===== src/rtl/cat_rec_pkg.sv =====
// rtl/cat_rec_pkg.sv - shared types, widths and field helpers for the cat recognizer sequencer
// Purpose: state enum, accumulator width function, pixel/weight field extraction.
// Ports: none (package).
package cat_rec_pkg;

  localparam int WEIGHT_BASE_DEFAULT = 4096;

  typedef enum logic [2:0] {
    ST_IDLE,
    ST_RD_PIX,
    ST_RD_W,
    ST_MAC,
    ST_DECIDE
  } seq_state_t;

  // 8b pixel x weight product, +2 bits for the 3-term sum, +addr bits for the word count
  function automatic int calc_acc_w(input int weight_precision, input int addr_depth);
    return 8 + weight_precision + 2 + addr_depth;
  endfunction

  function automatic logic [7:0] get_pixel(input logic [63:0] word, input int idx);
    return word[8*idx +: 8];
  endfunction

  // Signed weight field idx of width wp, sign-extended to 16 bits
  function automatic logic signed [15:0] get_weight(input logic [63:0] word, input int idx,
                                                    input int wp);
    logic [63:0] shifted;
    logic [15:0] result;
    shifted = word >> (wp * idx);
    for (int b = 0; b < 16; b++) begin
      result[b] = (b < wp) ? shifted[b] : shifted[6'(wp - 1)];
    end
    return result;
  endfunction

endpackage


===== src/rtl/mem_port_arbiter.sv =====
// rtl/mem_port_arbiter.sv - two-requester alternating-priority arbiter for the shared read port
// Purpose: grants engine or host, muxes the address, tags the returning data beat.
// Ports: i_eng_req/i_eng_pix/i_eng_addr (engine), i_host_req/i_host_addr (host),
//        o_eng_gnt/o_host_gnt (grants), o_mem_req/o_mem_addr (memory port),
//        o_host_rvalid (host data beat), o_pix_load (engine pixel data beat).
module mem_port_arbiter #(
  parameter int ADDR_W = 13
) (
  input  logic              clk,
  input  logic              rst,
  input  logic              i_eng_req,
  input  logic              i_eng_pix,
  input  logic [ADDR_W-1:0] i_eng_addr,
  input  logic              i_host_req,
  input  logic [ADDR_W-1:0] i_host_addr,
  output logic              o_eng_gnt,
  output logic              o_host_gnt,
  output logic              o_mem_req,
  output logic [ADDR_W-1:0] o_mem_addr,
  output logic              o_host_rvalid,
  output logic              o_pix_load
);

  logic r_host_prio;  // 1: host wins the next conflict
  logic r_host_tag;
  logic r_pix_tag;
  logic w_conflict;

  assign w_conflict    = i_eng_req & i_host_req;
  assign o_host_gnt    = i_host_req & (~i_eng_req | r_host_prio);
  assign o_eng_gnt     = i_eng_req & ~o_host_gnt;
  assign o_mem_req     = i_eng_req | i_host_req;
  assign o_mem_addr    = o_host_gnt ? i_host_addr : i_eng_addr;
  assign o_host_rvalid = r_host_tag;
  assign o_pix_load    = r_pix_tag;

  always_ff @(posedge clk or posedge rst) begin
    if (rst) begin
      r_host_prio <= 1'b1;
      r_host_tag  <= 1'b0;
      r_pix_tag   <= 1'b0;
    end else begin
      // Priority only moves on a real conflict: the loser goes first next time
      if (w_conflict) r_host_prio <= ~o_host_gnt;
      r_host_tag <= o_host_gnt;
      r_pix_tag  <= o_eng_gnt & i_eng_pix;
    end
  end

endmodule


===== src/rtl/cat_rec_sequencer.sv =====
// rtl/cat_rec_sequencer.sv - cat recognizer sequencer: walks pixels/weights, accumulates, decides
// Purpose: inference FSM plus shared memory port arbitration with the host read path.
// Ports: start/img_len/bias (run request), host_req/host_addr/host_gnt/host_rvalid/host_rdata
//        (host reads), mem_req/mem_addr/mem_rdata (memory port), busy/done/CatRecOut/acc_out.
module cat_rec_sequencer
  import cat_rec_pkg::*;
#(
  parameter int Amba_Word        = 24,
  parameter int Amba_Addr_Depth  = 13,
  parameter int Weight_precision = 5,
  parameter int Weight_base      = WEIGHT_BASE_DEFAULT,
  localparam int ACC_W           = calc_acc_w(Weight_precision, Amba_Addr_Depth)
) (
  input  logic                       clk,
  input  logic                       rst,
  input  logic                       start,
  input  logic [Amba_Addr_Depth-1:0] img_len,
  input  logic [Amba_Word-1:0]       bias,
  input  logic                       host_req,
  input  logic [Amba_Addr_Depth-1:0] host_addr,
  output logic                       host_gnt,
  output logic                       host_rvalid,
  output logic [Amba_Word-1:0]       host_rdata,
  output logic                       mem_req,
  output logic [Amba_Addr_Depth-1:0] mem_addr,
  input  logic [Amba_Word-1:0]       mem_rdata,
  output logic                       busy,
  output logic                       done,
  output logic                       CatRecOut,
  output logic signed [ACC_W-1:0]    acc_out
);

  seq_state_t                  r_state;
  logic [Amba_Addr_Depth-1:0]  r_len;
  logic [Amba_Addr_Depth-1:0]  r_k;
  logic signed [ACC_W-1:0]     r_acc;
  logic [2:0][7:0]             r_pix;

  logic                        w_eng_req;
  logic                        w_eng_pix;
  logic [Amba_Addr_Depth-1:0]  w_eng_addr;
  logic                        w_eng_gnt;
  logic                        w_pix_load;
  logic [Amba_Addr_Depth-1:0]  w_k_next;
  logic [63:0]                 w_rdata64;
  logic signed [15:0]          w_wgt [3];
  logic signed [ACC_W-1:0]     w_mac_sum;

  assign w_eng_pix  = (r_state == ST_RD_PIX);
  assign w_eng_req  = w_eng_pix | (r_state == ST_RD_W);
  assign w_eng_addr = w_eng_pix ? r_k : r_k + Amba_Addr_Depth'(Weight_base);
  assign w_k_next   = r_k + Amba_Addr_Depth'(1);
  assign w_rdata64  = {{(64 - Amba_Word){1'b0}}, mem_rdata};
  assign host_rdata = host_rvalid ? mem_rdata : '0;

  mem_port_arbiter #(
    .ADDR_W(Amba_Addr_Depth)
  ) u_arb (
    .clk          (clk),
    .rst          (rst),
    .i_eng_req    (w_eng_req),
    .i_eng_pix    (w_eng_pix),
    .i_eng_addr   (w_eng_addr),
    .i_host_req   (host_req),
    .i_host_addr  (host_addr),
    .o_eng_gnt    (w_eng_gnt),
    .o_host_gnt   (host_gnt),
    .o_mem_req    (mem_req),
    .o_mem_addr   (mem_addr),
    .o_host_rvalid(host_rvalid),
    .o_pix_load   (w_pix_load)
  );

  // In MAC, mem_rdata carries the weight word granted in the last RD_W cycle
  always_comb begin
    w_mac_sum = '0;
    for (int i = 0; i < 3; i++) begin
      w_wgt[i]  = get_weight(w_rdata64, i, Weight_precision);
      w_mac_sum = w_mac_sum
                + ($signed({{(ACC_W - 8){1'b0}}, r_pix[i]})
                 * $signed({{(ACC_W - 16){w_wgt[i][15]}}, w_wgt[i]}));
    end
  end

  always_ff @(posedge clk or posedge rst) begin
    if (rst) begin
      r_state   <= ST_IDLE;
      r_len     <= '0;
      r_k       <= '0;
      r_acc     <= '0;
      r_pix     <= '0;
      busy      <= 1'b0;
      done      <= 1'b0;
      CatRecOut <= 1'b0;
      acc_out   <= '0;
    end else begin
      done <= 1'b0;
      if (w_pix_load) begin
        for (int i = 0; i < 3; i++) r_pix[i] <= get_pixel(w_rdata64, i);
      end
      case (r_state)
        ST_IDLE: begin
          if (start) begin
            r_len     <= img_len;
            r_k       <= '0;
            r_acc     <= {{(ACC_W - Amba_Word){bias[Amba_Word-1]}}, bias};
            CatRecOut <= 1'b0;
            acc_out   <= '0;
            busy      <= 1'b1;
            r_state   <= (img_len == '0) ? ST_DECIDE : ST_RD_PIX;
          end
        end
        ST_RD_PIX: if (w_eng_gnt) r_state <= ST_RD_W;
        ST_RD_W:   if (w_eng_gnt) r_state <= ST_MAC;
        ST_MAC: begin
          r_acc   <= r_acc + w_mac_sum;
          r_k     <= w_k_next;
          r_state <= (w_k_next == r_len) ? ST_DECIDE : ST_RD_PIX;
        end
        ST_DECIDE: begin
          CatRecOut <= ~r_acc[ACC_W-1] & (r_acc != '0);
          acc_out   <= r_acc;
          done      <= 1'b1;
          busy      <= 1'b0;
          r_state   <= ST_IDLE;
        end
        default: r_state <= ST_IDLE;
      endcase
    end
  end

endmodule

===== config.mk =====
export PLATFORM = sky130hd
export DESIGN_NAME = cat_rec_sequencer
export DESIGN_NICKNAME = d
export VERILOG_FILES = /design/src/rtl/cat_rec_pkg.sv /design/src/rtl/mem_port_arbiter.sv /design/src/rtl/cat_rec_sequencer.sv
export SDC_FILE = /design/constraint.sdc
export NUM_CORES = 1
export LEC_CHECK = 0
export CAP_MARGIN = 20
export CORE_ASPECT_RATIO = 0.8
export CORE_MARGIN = 3
export CORE_UTILIZATION = 50
export DETAILED_ROUTE_END_ITERATION = 10
export DONT_BUFFER_PORTS = 1
export PLACE_DENSITY = 0.73
export SYNTH_ARGS = -nofsm -noshare
export SYNTH_HDL_FRONTEND = slang
export SYNTH_HIERARCHICAL = 1
export SYNTH_SLANG_ARGS = --single-unit

===== constraint.sdc =====
create_clock -name clk -period 6.05 [get_ports clk]
set_input_delay 1.21 -clock clk [delete_from_list [all_inputs] [get_ports clk]]
set_output_delay 1.21 -clock clk [all_outputs]
set_load 0.01 [all_outputs]

== Word-level counts from Yosys, hierarchy flattened ==
Cells that the tools add are included.
Operators by class
  reductions and logical operators: 9
  muxes and demuxes: 20
  equal/unequal tests: 8
  bitwise operators: 11
  add/sub/neg operators: 5
  $mul: 3
Operators by type and width (number)
  one-hot mux 28 bit (2 select lines): 2
  2-to-1 mux 28 bit: 2
  multiplier 9 x 5 -> 14 bit: 3
  2-to-1 mux 13 bit: 3
  adder 28 x 16 -> 28 bit: 1
  nonzero test 28 bit: 1
  one-hot mux 13 bit (2 select lines): 1
  2-to-1 mux 24 bit: 1
  adder 15 x 14 -> 16 bit: 1
  adder 14 x 14 -> 15 bit: 1
  2-to-1 mux 3 bit: 5
  adder 13 x 1 -> 13 bit (second input constant): 1
  adder 13 bit (second input constant): 1
  == test 13 bit: 1
  zero test 13 bit: 1
  one-hot mux 3 bit (4 select lines): 1
  == test 3 x 2 -> 1 bit (second input constant): 2
  AND reduction 2 bit: 3
  AND 1 bit: 5
  != test 2 bit (second input constant): 2
  one-hot mux 1 bit (2 select lines): 2
  nonzero test 2 bit: 2
  == test 3 x 1 -> 1 bit (second input constant): 1
  == test 3 bit (second input constant): 1
  other kinds (6): 12
Word-level totals
  input port bits: 78
  output and inout port bits: 71
  logic and storage cells: 70
  flip-flop bits (word level): 115

== Longest topological paths before layout ==
  depth after elaboration: 9
  depth in mapped cells: 23
  gate-level depth less buffers: 22

== By module ==
Netlist, hierarchy kept.
Modules (own cells, without submodules)
  cat_rec_sequencer: area each 11377.2 µm², cells an instance 1225, sequential area each 2802.7 µm², times used 1
  mem_port_arbiter: area each 334.1 µm², cells an instance 26, sequential area each 76.3 µm², times used 1

== Least setup slack after synthesis ==
OpenSTA, ideal clock, no wires.
  path kind: input to register
  start: in mem_rdata[11]
  end: reg r_acc[25]
  required time: 5.930 ns
  arrival time: 6.555 ns
  slack: -0.625 ns
  library setup time: 0.120 ns
  stages: 17
  buffers on the path: 1
  cells stage by stage: clkbuf_1 > nand2_1 > fa_1 > fa_1 > fa_1 > inv_1 > fa_1 > fa_1 > fa_1 > ha_1 > a21o_1 > a22oi_2 > o32ai_2 > o41ai_4 > o31ai_2 > or4b_1 > and3_1
Between the ends
  cells in the longest elaborated chain, start to end: 4
Ends and longest elaborated chain
  from (decl): RTL line cat_rec_sequencer.sv:26  | input logic [Amba_Word-1:0] mem_rdata,
  multiplier 9 x 5 -> 14 bit: RTL line cat_rec_sequencer.sv:81  | * $signed({{(ACC_W - 16){w_wgt[i][15]}}, w_wgt[i]}));
  adder 15 x 14 -> 16 bit: RTL line cat_rec_sequencer.sv:80  | + ($signed({{(ACC_W - 8){1'b0}}, r_pix[i]})
  adder 28 x 16 -> 28 bit: RTL line cat_rec_sequencer.sv:116  | r_acc <= r_acc + w_mac_sum;
  one-hot mux 28 bit (2 select lines): RTL line cat_rec_sequencer.sv:101  | case (r_state)
  to (signal assigned): RTL line cat_rec_sequencer.sv:106  | r_acc <= {{(ACC_W - Amba_Word){bias[Amba_Word-1]}}, bias};
  to (signal assigned): RTL line cat_rec_sequencer.sv:116
  to (decl): RTL line cat_rec_sequencer.sv:36  | logic signed [ACC_W-1:0] r_acc;
No other way between the ends.
A chain may end at the register's enable or synchronous reset.

== Worst setup path after layout ==
  start: in mem_rdata[3]
  end: reg r_acc[25]
Between the ends
  cells in the longest elaborated chain, start to end: 5
Ends and longest elaborated chain (RTL line)
  multiplier 9 x 5 -> 14 bit: cat_rec_sequencer.sv:81
  adder 14 x 14 -> 15 bit: cat_rec_sequencer.sv:80
  adder 15 x 14 -> 16 bit: cat_rec_sequencer.sv:80
  adder 28 x 16 -> 28 bit: cat_rec_sequencer.sv:116
  one-hot mux 28 bit (2 select lines): cat_rec_sequencer.sv:101
No other way between the ends.

==> flow_summary.toml <==
[cells_and_area]
syn_to_final_growth_pct = 12.1
utilization = 0.577
drive_above_1_share = 0.152
seq_area_um2 = 2880
fill_cells = 1956
diodes = 0
multi_input_area_um2 = 8180
final_nets = 1566

[die]
pin_count = 149
fp.coreArea_um2 = 22700
die_area_um2 = 25300
rows = 49
initial_core_util = 0.515
die_width_um = 177
die_y_um = 143

[setup_path]
end_kind = "flop"
worstPathRequired_ps = 6360
critPathSlowestCell = "fa_1"
worst_ep_arrival_time_ps = 6390
critPathLaunchType = "input port"
critPathMaxStageDelay_ps = 530
path_cells = "and2_1 > fa_1 > inv_1 > fa_1 > fa_1 > inv_1 > fa_1 > fa_1 > inv_1 > fa_1 > inv_1 > ha_4 > a21o_1 > a21oi_2 > nor2_2 > o41ai_4 > o31ai_2 > or4b_1 > and3_1"
worstPathMaxFanout = 10
crit_top_cell = "fa_1"
critical_path_class = "in -> reg"

[synthesis]
synthSimpleGateAreaFrac = 0.160
yosys_warnings = 6
synth_edf_count = 0
synthXorXnorAreaFrac = 0.0307
synth.avg_cell_area_um2 = 9.36
synth_compound_area_frac = 0.123
ys_ff_latch = 115
synth_mux_area_frac = 0.0454
synth_ff_type = "dfrtp_1"
syn_inst = 1251
ys_seq_area_frac = 0.246
synth_top_area_frac = 0.244
syn-cell-area_um2 = 11700
synth_most_common_cell = "inv_1"
synth_fa_ha_area_frac = 0.319
async_flop_share = 1.00
syn-num-nets = 1548
yosysTopAreaCell = "dfrtp_1"
synthDistinctLibCells = 63
synth.top_cells.by_area = "dfrtp_1, fa_1, ha_1"
synth_top_family_by_area = "adder cells"
synthTopCellsByCount = "inv_1, nand2_1, fa_1"

[clock_tree]
numCtsBuffers = 17
cts_buffer_depth = 2
path_clk_slew_ps = 60
cts_sinks = 115
clk_latency_ps = 420
cts.htree.levels = 4
ctsRootBufferMaster = "clkbuf_16"
cts_tree = "built"
ctsHoldBuffers = 0

[timing]
fmax_mhz = 165
min_period_ps = 6070
worst_pin_slew_ps = 987
finalHoldViolCount = 0
slew_headroom = 0.342
fin_ws_ps = -23.4
setup_tns_ps = -23.4
fin_skew_ps = 12.6
finalCritPeriodShare = 1.00
setup_violations = 1
grt_setup_unrepaired = "true"
final_max_slew_viol_count = 0

[min_path]
min_path_type = "reg -> reg"

[drt]
drc = 0
drtAntennaViolNets = 0
viasPerCell = 5.69
finalWirelength_um = 30200
vias = 9034
wl_per_cell_um = 19.0
drtPass1Iterations = 5
drtIter0Drc = 636

[placement]
dpl_worst_slack_ps = -477
gp_congestion = 0.924
port-buffer-count = 0
dp_hpwl_um = 22900

[global_routing]
antenna_found_initial = 1
grt_pass1_vias = 9354
grt.total_usage = 0.246
grt_start_max_net_pins = 75
grt_pass1_wl_um = 48900
grt_overflow = 0

[status]
violations = "negative setup slack"
outcome = "finished, violations left"

[flow_run]
maxCapViolations = 0
## metrics by stage
stage	hold slack, ps	instances	instance area [µm²]
after floorplan	465	1251	11800
after global placement	490	1550	12400
after detailed placement	488	1550	12400
after CTS	503	1581	12900
after global routing	526	1587	13100
final	498	1587	13100
## cells by family (layout without fill, tap and decap cells)
group | Yosys count | count (layout)
AO/OA/AOI/OAI | 207 | 207
XOR/XNOR | 41 | 41
adder cells (fa/ha/maj) | 219 | 219
buffers and inverters | 233 | 263
flip-flops | 115 | 115
multiplexers | 45 | 45
AND/OR/NAND/NOR | 391 | 391
## placed cells by master, fill, tap and decap left out, types with 17 or more instances in the layout
cell / instances
a21o_1: 18
a21oi_1: 40
a22o_1: 30
a31oi_1: 17
and2_1: 73
buf_4: 60
clkbuf_16: 17
dfrtp_1: 114
fa_1: 125
ha_1: 81
inv_1: 163
mux2_2: 29
nand2_1: 164
nor2_1: 63
o21ai_0: 35
xnor2_1: 26
## worst paths after layout
kind / startpoint / end / slack, ps / cells after the start
max in group asynchronous: rst / r_state[0]$_DFFE_PP0P_ / 4050 / 2
setup / recovery: mem_rdata[3] / r_acc[25]$_DFFE_PP0P_ / -20 / 19
hold reg to reg: r_len[3]$_DFFE_PP0P_ / r_len[3]$_DFFE_PP0P_ / 500 / 2
setup reg to reg: r_pix[4]$_DFFE_PP0P_ / r_acc[25]$_DFFE_PP0P_ / 290 / 20
hold / removal: r_len[3]$_DFFE_PP0P_ / r_len[3]$_DFFE_PP0P_ / 500 / 2
min in group asynchronous: rst / u_arb/o_host_rvalid$_DFF_PP0_ / 540 / 1
## per-layer routing
| layer | GRT usage | part of all wire |
|---|---|---|
| met1 | 0.339 | 0.44 |
| met2 | 0.393 | 0.47 |
| met3 | 0.0585 | 0.074 |
| met4 | 0.0678 | 0.020 |
| met5 | 0 | 0 |
## timing repair
| item | in CTS | in global routing |
|---|---|---|
| pin swaps | 0 | 9 |
| resized for setup | 5 | 31 |
| buffers inserted | 0 | 5 |
| endpoints found under the setup margin | 2 | 14 |
## final cells by class
cell class              count  share of cell area
clock buffers              17              0.0324
clock inverters            14             0.00972
inverters                 171              0.0498
multi-input cells         903               0.623
flip-flops and latches    115               0.219
well taps                 306              0.0292
repair buffers             61              0.0364
## sequential cells by signal, summed over array words and instances, names as in the netlist
| name | flops |
|---|---|
| r_acc | 28 |
| CatRecOut | 1 |
| done | 1 |
| u_arb/r_host_prio | 1 |
| acc_out | 28 |
| r_k | 13 |
| busy | 1 |
| r_len | 13 |
| r_state | 3 |
| u_arb/o_pix_load | 1 |
| u_arb/o_host_rvalid | 1 |
| r_pix | 24 |
## critical path, delay by kind of cell
kind	cells	cell delay (ps)
simple gates	4	850
buf+inv	4	220
compound gates	4	900
fa+ha+maj	7	3200
Power is not shown: default switching activity piles up to over one toggle a cycle in this logic, so the estimate is an artifact.
